## src/rtl/music_pkg.sv

```systemverilog
// Shared types and constants for the music sequencer: FSM states, the pitch divider table
// (half-periods of C4..B4 at a 100 MHz clock) and the song ROM.
package music_pkg;

    typedef enum logic [2:0] {
        StIdle,
        StLoad,
        StPlay,
        StGap,
        StDone
    } state_e;

    localparam int unsigned DIV_W = 18;

    // Index 0 is C4, index 11 is B4; each value is clk cycles per half period.
    localparam logic [DIV_W-1:0] PITCH_DIV [12] = '{
        18'd191113, 18'd180388, 18'd170262, 18'd160706,
        18'd151686, 18'd143172, 18'd135137, 18'd127552,
        18'd120393, 18'd113636, 18'd107258, 18'd101239
    };

    // Entry format: [5:2] pitch code (0 = rest, 1..12 = C4..B4), [1:0] duration code.
    localparam logic [5:0] SONG [32] = '{
        {4'd1,  2'd1}, {4'd0,  2'd0}, {4'd1,  2'd0}, {4'd8,  2'd0},
        {4'd8,  2'd0}, {4'd10, 2'd0}, {4'd10, 2'd0}, {4'd8,  2'd1},
        {4'd6,  2'd0}, {4'd6,  2'd0}, {4'd5,  2'd0}, {4'd5,  2'd0},
        {4'd3,  2'd0}, {4'd3,  2'd0}, {4'd1,  2'd1}, {4'd0,  2'd0},
        {4'd8,  2'd0}, {4'd8,  2'd0}, {4'd6,  2'd0}, {4'd6,  2'd0},
        {4'd5,  2'd0}, {4'd5,  2'd0}, {4'd3,  2'd1}, {4'd0,  2'd0},
        {4'd8,  2'd0}, {4'd8,  2'd0}, {4'd6,  2'd0}, {4'd6,  2'd0},
        {4'd5,  2'd0}, {4'd5,  2'd0}, {4'd3,  2'd1}, {4'd1,  2'd3}
    };

    // Rest and out-of-range codes map to 0, which keeps the tone generator silent.
    function automatic logic [DIV_W-1:0] pitch_div(input logic [3:0] pitch);
        if (pitch == 4'd0 || pitch > 4'd12) begin
            return '0;
        end
        return PITCH_DIV[pitch - 4'd1];
    endfunction

endpackage

```

## src/rtl/music_tone_gen.sv

```systemverilog
// Programmable square-wave divider: speaker toggles every div cycles while enabled.
// Disabled or div == 0 holds the output low and clears the phase counter.
module music_tone_gen
    import music_pkg::*;
#(
    parameter int unsigned W = DIV_W
) (
    input  logic         clk,
    input  logic         rst_n,
    input  logic         en,
    input  logic [W-1:0] div,
    output logic         speaker
);

    logic [W-1:0] cnt_q, cnt_d;
    logic         tone_q, tone_d;

    always_comb begin
        cnt_d  = cnt_q + W'(1);
        tone_d = tone_q;
        if (!en || div == '0) begin
            cnt_d  = '0;
            tone_d = 1'b0;
        end else if (cnt_q == div - W'(1)) begin
            cnt_d  = '0;
            tone_d = ~tone_q;
        end
    end

    always_ff @(posedge clk or negedge rst_n) begin
        if (!rst_n) begin
            cnt_q  <= '0;
            tone_q <= 1'b0;
        end else begin
            cnt_q  <= cnt_d;
            tone_q <= tone_d;
        end
    end

    // Gate with en so the output drops the same cycle playback leaves PLAY.
    assign speaker = tone_q & en;

endmodule

```

## src/rtl/music_seq.sv

```systemverilog
// Song sequencer: steps through the song ROM, playing each note then a silent gap.
// Define MUSIC_SEQ_LOOP_EN to replay the song forever instead of finishing with a done pulse.
module music_seq
    import music_pkg::*;
#(
    parameter int unsigned NOTE_TICKS = 12_500_000,
    parameter int unsigned GAP_TICKS  = 1_250_000,
    parameter int unsigned SONG_LEN   = 32
) (
    input  logic       clk,
    input  logic       rst_n,
    input  logic       start,
    input  logic       stop,
    output logic       speaker,
    output logic       busy,
    output logic [4:0] note_idx,
    output logic       done
);

    localparam int unsigned BEAT_W = $clog2(4 * NOTE_TICKS);
    localparam int unsigned GAP_W  = (GAP_TICKS > 1) ? $clog2(GAP_TICKS) : 1;
    localparam logic [GAP_W-1:0] GAP_LAST = GAP_W'(GAP_TICKS - 1);
    localparam logic [4:0]       LAST_IDX = 5'(SONG_LEN - 1);

    state_e             state_q, state_d;
    logic [4:0]         idx_q, idx_d;
    logic [BEAT_W-1:0]  beat_q, beat_d;
    logic [GAP_W-1:0]   gap_q, gap_d;
    logic [DIV_W-1:0]   div_q, div_d;
    logic [1:0]         dur_q, dur_d;
    logic [5:0]         entry;
    logic [BEAT_W-1:0]  play_last;
    logic               tone_en;

    assign entry     = SONG[idx_q];
    assign play_last = BEAT_W'((32'(dur_q) + 32'd1) * NOTE_TICKS - 32'd1);

    always_comb begin
        state_d = state_q;
        idx_d   = idx_q;
        beat_d  = '0;
        gap_d   = '0;
        div_d   = div_q;
        dur_d   = dur_q;
        if (stop && state_q != StIdle) begin
            state_d = StIdle;
        end else begin
            unique case (state_q)
                StIdle: begin
                    if (start && !stop) begin
                        state_d = StLoad;
                        idx_d   = '0;
                    end
                end
                StLoad: begin
                    div_d   = pitch_div(entry[5:2]);
                    dur_d   = entry[1:0];
                    state_d = StPlay;
                end
                StPlay: begin
                    if (beat_q == play_last) begin
                        state_d = StGap;
                    end else begin
                        beat_d = beat_q + BEAT_W'(1);
                    end
                end
                StGap: begin
                    if (gap_q == GAP_LAST) begin
                        if (idx_q == LAST_IDX) begin
`ifdef MUSIC_SEQ_LOOP_EN
                            idx_d   = '0;
                            state_d = StLoad;
`else
                            state_d = StDone;
`endif
                        end else begin
                            idx_d   = idx_q + 5'd1;
                            state_d = StLoad;
                        end
                    end else begin
                        gap_d = gap_q + GAP_W'(1);
                    end
                end
                StDone: begin
                    state_d = StIdle;
                end
                default: begin
                    state_d = StIdle;
                end
            endcase
        end
    end

    always_ff @(posedge clk or negedge rst_n) begin
        if (!rst_n) begin
            state_q <= StIdle;
            idx_q   <= '0;
            beat_q  <= '0;
            gap_q   <= '0;
            div_q   <= '0;
            dur_q   <= '0;
        end else begin
            state_q <= state_d;
            idx_q   <= idx_d;
            beat_q  <= beat_d;
            gap_q   <= gap_d;
            div_q   <= div_d;
            dur_q   <= dur_d;
        end
    end

    assign tone_en  = (state_q == StPlay) && (div_q != '0);
    assign busy     = (state_q != StIdle);
    assign done     = (state_q == StDone);
    assign note_idx = idx_q;

    music_tone_gen #(
        .W(DIV_W)
    ) u_tone (
        .clk    (clk),
        .rst_n  (rst_n),
        .en     (tone_en),
        .div    (div_q),
        .speaker(speaker)
    );

endmodule
```

## config.mk

```make
export PLATFORM = sky130hd
export DESIGN_NAME = music_seq
export DESIGN_NICKNAME = d
export VERILOG_FILES = /design/src/rtl/music_pkg.sv /design/src/rtl/music_tone_gen.sv /design/src/rtl/music_seq.sv
export SDC_FILE = /design/constraint.sdc
export NUM_CORES = 1
export LEC_CHECK = 0
export CAP_MARGIN = 15
export CORE_MARGIN = 3
export CORE_UTILIZATION = 25
export DETAILED_ROUTE_END_ITERATION = 10
export REMOVE_ABC_BUFFERS = 1
export SYNTH_ARGS = -nofsm -noshare
export SYNTH_HDL_FRONTEND = slang
export SYNTH_SLANG_ARGS = --single-unit
```

## constraint.sdc

```tcl
create_clock -name clk -period 3.2 [get_ports clk]
set_input_delay 0.8 -clock clk [delete_from_list [all_inputs] [get_ports clk]]
set_output_delay 0.8 -clock clk [all_outputs]
set_load 0.005 [all_outputs]
```

Yosys cells after proc, flatten, opt, wreduce, memory -nomap -nowiden. Memory sizes are Yosys's and may differ from the RTL's. Cells that the tools add are included.

$add $sub $neg: 8. Multiply operators: 1. Order comparisons: 3. Equal/unequal tests: 14. Multiplexer cells: 29. Bitwise logic cells: 5. Reduce and logical (&&, ||, !) cells: 17.

Operators by type and width (number): two-way mux 18 bit (6); two-way mux 26 bit (3); two-way mux 21 bit (3); adder 26 x 1 -> 26 bit, second input constant (1); == test 26 bit (1); subtractor 26 x 1 -> 26 bit, second input constant (1); adder 21 x 1 -> 21 bit, second input constant (1); == test 21 bit, second input constant (1); multiplier 3 x 19 -> 21 bit, second input constant (1); adder 18 x 1 -> 18 bit, second input constant (1); == test 18 bit (1); logical NOT 18 bit (1); nonzero test 18 bit (1); subtractor 18 x 1 -> 18 bit, second input constant (1); two-way mux 3 bit (5); two-way mux 5 bit (3); two-way mux 6 bit (2); case mux 3 bit (4 select lines) (1); case mux 5 bit (2 select lines) (1); != test 3 bit, second input constant (3); == test 3 x 2 -> 1 bit, second input constant (2); >= comparator 6 bit, second input constant (1); != test 2 bit, second input constant (3); NOT 5 -> 6 bit (1); other kinds (22) (32).

Flip-flop bits (word level): 94. ROM bits: 480. Input port bits: 4. Output and inout bits: 8. Memories: 2.

Memories: (no name shown) (words 16, width 18, read ports 1, clocked after memory_dff 0, write ports 0, line music_pkg.sv:39) `return PITCH_DIV[pitch - 4'd1];`; (no name shown) (words 32, width 6, read ports 1, clocked after memory_dff 0, write ports 0, line music_seq.sv:35) `assign entry = SONG[idx_q];`.

Depth between registers and ports, before layout. Gate-level depths: netlist of run 1.

Depth after elaboration: 10. Depth in mapped cells: 15.

By module. From an unflattened synthesis of run 1, not the netlist that was laid out.

Cells, all modules: 670. Area total of the unflattened synthesis: 6100.9 µm².

By module, submodules not included: music_seq (instances 1, cells each 496, area each 4559.4 µm², sequential area each 1876.8 µm²); music_tone_gen (instances 1, cells each 174, area each 1541.5 µm², sequential area each 475.5 µm²).

Worst setup path before layout of run 1. OpenSTA, ideal clock, no wires.

Kind: register to register. Start point: reg idx_q[2], in the netlist note_idx[2]. End point: reg div_q[14]. Setup time: 0.069 ns. Arrival: 3.105 ns. Required time: 3.131 ns. Setup slack: 0.026 ns. Stages on the path, launching flop included: 14. Clock period less this slack: 3.174 ns. Path through: dfrtp_1 > clkbuf_1 > inv_1 > ha_1 > o21a_1 > a311oi_1 > a31oi_2 > inv_2 > ha_1 > clkbuf_1 > nor3_1 > a211o_1 > a2111o_1 > nand3_1.

Cells in the longest elaborated chain, start to end: 10. Elaborated cells on any way between the ends: 16.

RTL lines: from (decl) (line music_seq.sv:26) `logic [4:0] idx_q, idx_d;`; from (signal assigned) (line music_seq.sv:104) `idx_q <= idx_d;`; NOT 5 -> 6 bit (not written as such) * (line music_seq.sv:35); memory (32 x 6 bit) *; two-way mux 6 bit (not written as such) * (2 in series) (line music_seq.sv:35); subtractor 4 x 1 -> 4 bit (tied with other cells) (line music_pkg.sv:39); NOT 4 -> 5 bit (not written as such) / logical OR 1 bit (equally long branches) (line music_pkg.sv:39, music_pkg.sv:36); memory (16 x 18 bit) / two-way mux 1 bit (equally long branches); two-way mux 18 bit (not written as such) / two-way mux 1 bit (equally long branches) (line music_pkg.sv:39, music_seq.sv:48); two-way mux 18 bit (not written as such) / two-way mux 1 bit (equally long branches) (line music_pkg.sv:39, music_seq.sv:45); two-way mux 18 bit * (line music_pkg.sv:39); to (signal assigned) (line music_seq.sv:107) `div_q <= div_d;`; to (decl) (line music_seq.sv:29) `logic [DIV_W-1:0] div_q, div_d;`.

Every way passes the cells marked *; elsewhere a longest branch is shown, timed or not. The select of a mux whose other input is x is not followed. A chain may end at the register's enable or synchronous reset.

Worst setup path after layout of run 1.
Start point: reg div_q[0]. End point: out speaker.

Cells in the longest elaborated chain, start to end: 3.

RTL lines: nonzero test 18 bit (line music_seq.sv:112) `assign tone_en = (state_q == StPlay) && (div_q != '0);`; logical AND 1 bit (line music_seq.sv:112); AND 1 bit (line music_tone_gen.sv:41) `assign speaker = tone_q & en;`; to (decl) (line music_seq.sv:14) `output logic speaker,`.

Every way passes these cells.

==> metrics.txt, run 1 <==
status=finished clean; core footprint=23050 sq um; # resized after CTS=0; Nets=~720; clock slew at reported path FFs=0.06 ns; cell row count=55; Seq/Total Area, Yosys=0.3936; clock root cell=clkbuf_16; Switch Pwr=roughly 1.6 mW; FF-to-FF setup slack=~0.27 ns; f_max=approximately 330 MHz; top-count cell post-synth=nor2_1; register share of total power=0.379; Max Root-Sink Buffers=2; initial DRC count=roughly 270; Syn Area/Cell=around 9 sq um; critical path cell sequence=inv_1 > ha_1 > nor4b_1 > nand2_1 > o211ai_1 > buf_4 > nor2_1 > clkdlybuf4s50_1; initial antenna violation count=0; fraction of registers with async set/reset=1.000; VDD IR max=around 0.31 mV; Clock Skew=around 0.006 ns; CTS Buf Count=9; Synth cell types=69; Cells after Synth=around 670; # fillers=between 2000 and 2500; Crit path buffers/inverters=3; die width=between 150 and 200 microns; Leak=~2.7 nW; Finish-stage setup viols=0; clock share of power=0.245; Worst path max stage delay=between 0.4 and 0.5 ns; largest net degree at the start of global routing=42; flops & latches, synth=94; internal power=2.540 mW; diodes inserted=0; Chip Height=around 160 microns; Synth top cells by count=100 x nor2_1, 94 x dfrtp_1, 64 x nand2_1; Routed Antenna Nets=0; final hold violations=0; first-pass GRT wire length=~22000 microns; via/cell ratio=4.629; # IOs=12; Cell Pwr Density=approximately 610 nW/um^2; Power, Total=roughly 4.1 mW; vias in the first global route=about 4400; Sw Share=0.3822; H-tree Lvls=3; Worst setup EP type=output pin; post-route setup slack=about 0.18 ns; main flop type after synthesis=dfrtp_1; Storage cell area=around 2400 sq um; post-route DRC violation count=0; CP top delay family=buffers and inverters; part of the power in combinational logic=0.376; CP Launch Type=register; Crit Path Class=reg2out; Area growth syn-to-layout=13.69%; drt total wl=between 10000 and 15000 microns; Max Cap Viol=0; area leader, netlist=dfrtp_1; Placement Setup Slack=~0.31 ns; Crit-path slowest cell=clkdlybuf4s50_1; Detail Placement HPWL=between 9000 and 10000 microns; Final period util=0.9448; Placer Congestion=between 0.7 and 0.8; Post-synth EDFFs=0; Rel. slew slack=0.5105; Max Slew Vio Count=0; GRT overflow=0; Tmin final=approximately 3.0 ns; Slew @ Worst Pin=0.7307 ns; worst-skew pair later-pin latency=about 0.35 ns; dominant cells by area after synthesis=dfrtp_1 39%, ha_1 6.7%, xnor2_1 6.6%; first-pass detailed-route iteration total=5; TritonCTS clock tree=yes; layout cells sized above 1=0.07359; Data arrival, critical path=about 2.2 ns; vias after detailed routing=4657; Die ar.=25790 sq um; yosys warns=0; Initial Utilization=0.2592; clk sink count=94; Multi-input gate area=3390 sq um; cell area after synthesis=5976 sq um; DR WL/cell=12.57 microns; GRT Util Overall=0.1020; area share of the largest cell type after synthesis=0.3936; critical path peak fanout=5; PortBufs=11; HP Class=in2async; Crit path required time=roughly 2.4 ns
[final timing paths]
check,from,to,cells past startpoint
worst max-delay path,div_q[0],speaker,8
worst min-delay path,rst_n,div_q[9],1
worst max register to register,note_idx[1],div_q[14],12
worst min register to register,gap_q[0],gap_q[0],1
max in group asynchronous,rst_n,beat_q[22],2
min in group clk,gap_q[0],gap_q[0],1
[logic make-up after synthesis]
| kind of cell | share of synthesized area |
|---|---|
| and+or+nand+nor | 0.2425 |
| AOI/OAI and AO/OA | 0.1143 |
| DFF | 0.3936 |
| xor gates and xnor gates | 0.1332 |
| buffers and inverters | 0.04062 |
| adders and majority gates | 0.06700 |
| muxes | 0.008794 |
[state kept, by name, indices dropped and copies added, names as in the netlist]
| name | cells |
|---|---|
| gap_q | 21 |
| beat_q | 26 |
| note_idx | 5 |
| u_tone.tone_q | 1 |
| div_q | 18 |
| dur_q | 2 |
| state_q | 3 |
| u_tone.cnt_q | 18 |
[what timing repair did]
action                     in CTS  in global routing
setup endpoints to repair       0                  1
setup buffers                   0                  1
hold buffers                    0                  0
[area by class of cell]
class / instances / area share
Multi-Input combinational cell: 521 / 0.4989
Clock inverter: 5 / 0.005157
Clock buffer: 11 / 0.03573
Timing Repair Buffer: 30 / 0.03867
Inverter: 32 / 0.01768
Tap cell: 313 / 0.05764
Sequential cell: 94 / 0.3462
[layout by cell type, fill, tap and decap left out, types with 17 or more instances in the layout]
cell type and n:
xor2_1 44, buf_4 19, inv_1 30, dfrtp_1 94
nor2_1 100, nand4_1 17, o21ai_0 27, a21oi_1 22
nand3_1 34, ha_1 32, xnor2_1 45, nand2_1 64
[metal layers]
metal	part of all wire	global-route usage	up-vias
li1	-	-	2351
met1	0.51	0.1437	2208
met2	0.43	0.1566	76
met3	0.032	0.02063	22
met4	0.019	0.03314	0
met5	0	0	-
[through the flow]
step | hold slack, ns | instances | setup TNS, ns | utilization | area (sq um)
after floorplan | 0.4479 | 647 | 0 | - | 5853
after global routing | 0.4761 | 1006 | -0.02822 | 0.2947 | 6794
after global placement | 0.4693 | 989 | 0 | 0.2823 | 6509
after detailed placement | 0.4694 | 989 | 0 | 0.2823 | 6509
after CTS | 0.4603 | 1005 | 0 | 0.2944 | 6787
final | 0.4498 | 1006 | 0 | 0.2947 | 6794
[power groups by stage]
stage                     clock, mW  sequential [mW]  combinational, mW
after floorplan                   0             1.51               1.11
after global routing           1.08             1.58               1.75
final                          1.01             1.56               1.55
after global placement            0             1.57               1.53
after detailed placement          0             1.58               1.53
after CTS                      1.05             1.55               1.54
No activity file was read; power rests on OpenSTA's default activity.
==> run 2: changes to the inputs <==
Settings changed: SLEW_MARGIN from default to 20.
==> results of run 2 <==
Final layout, timing and power as in run 1 (identical DEF).
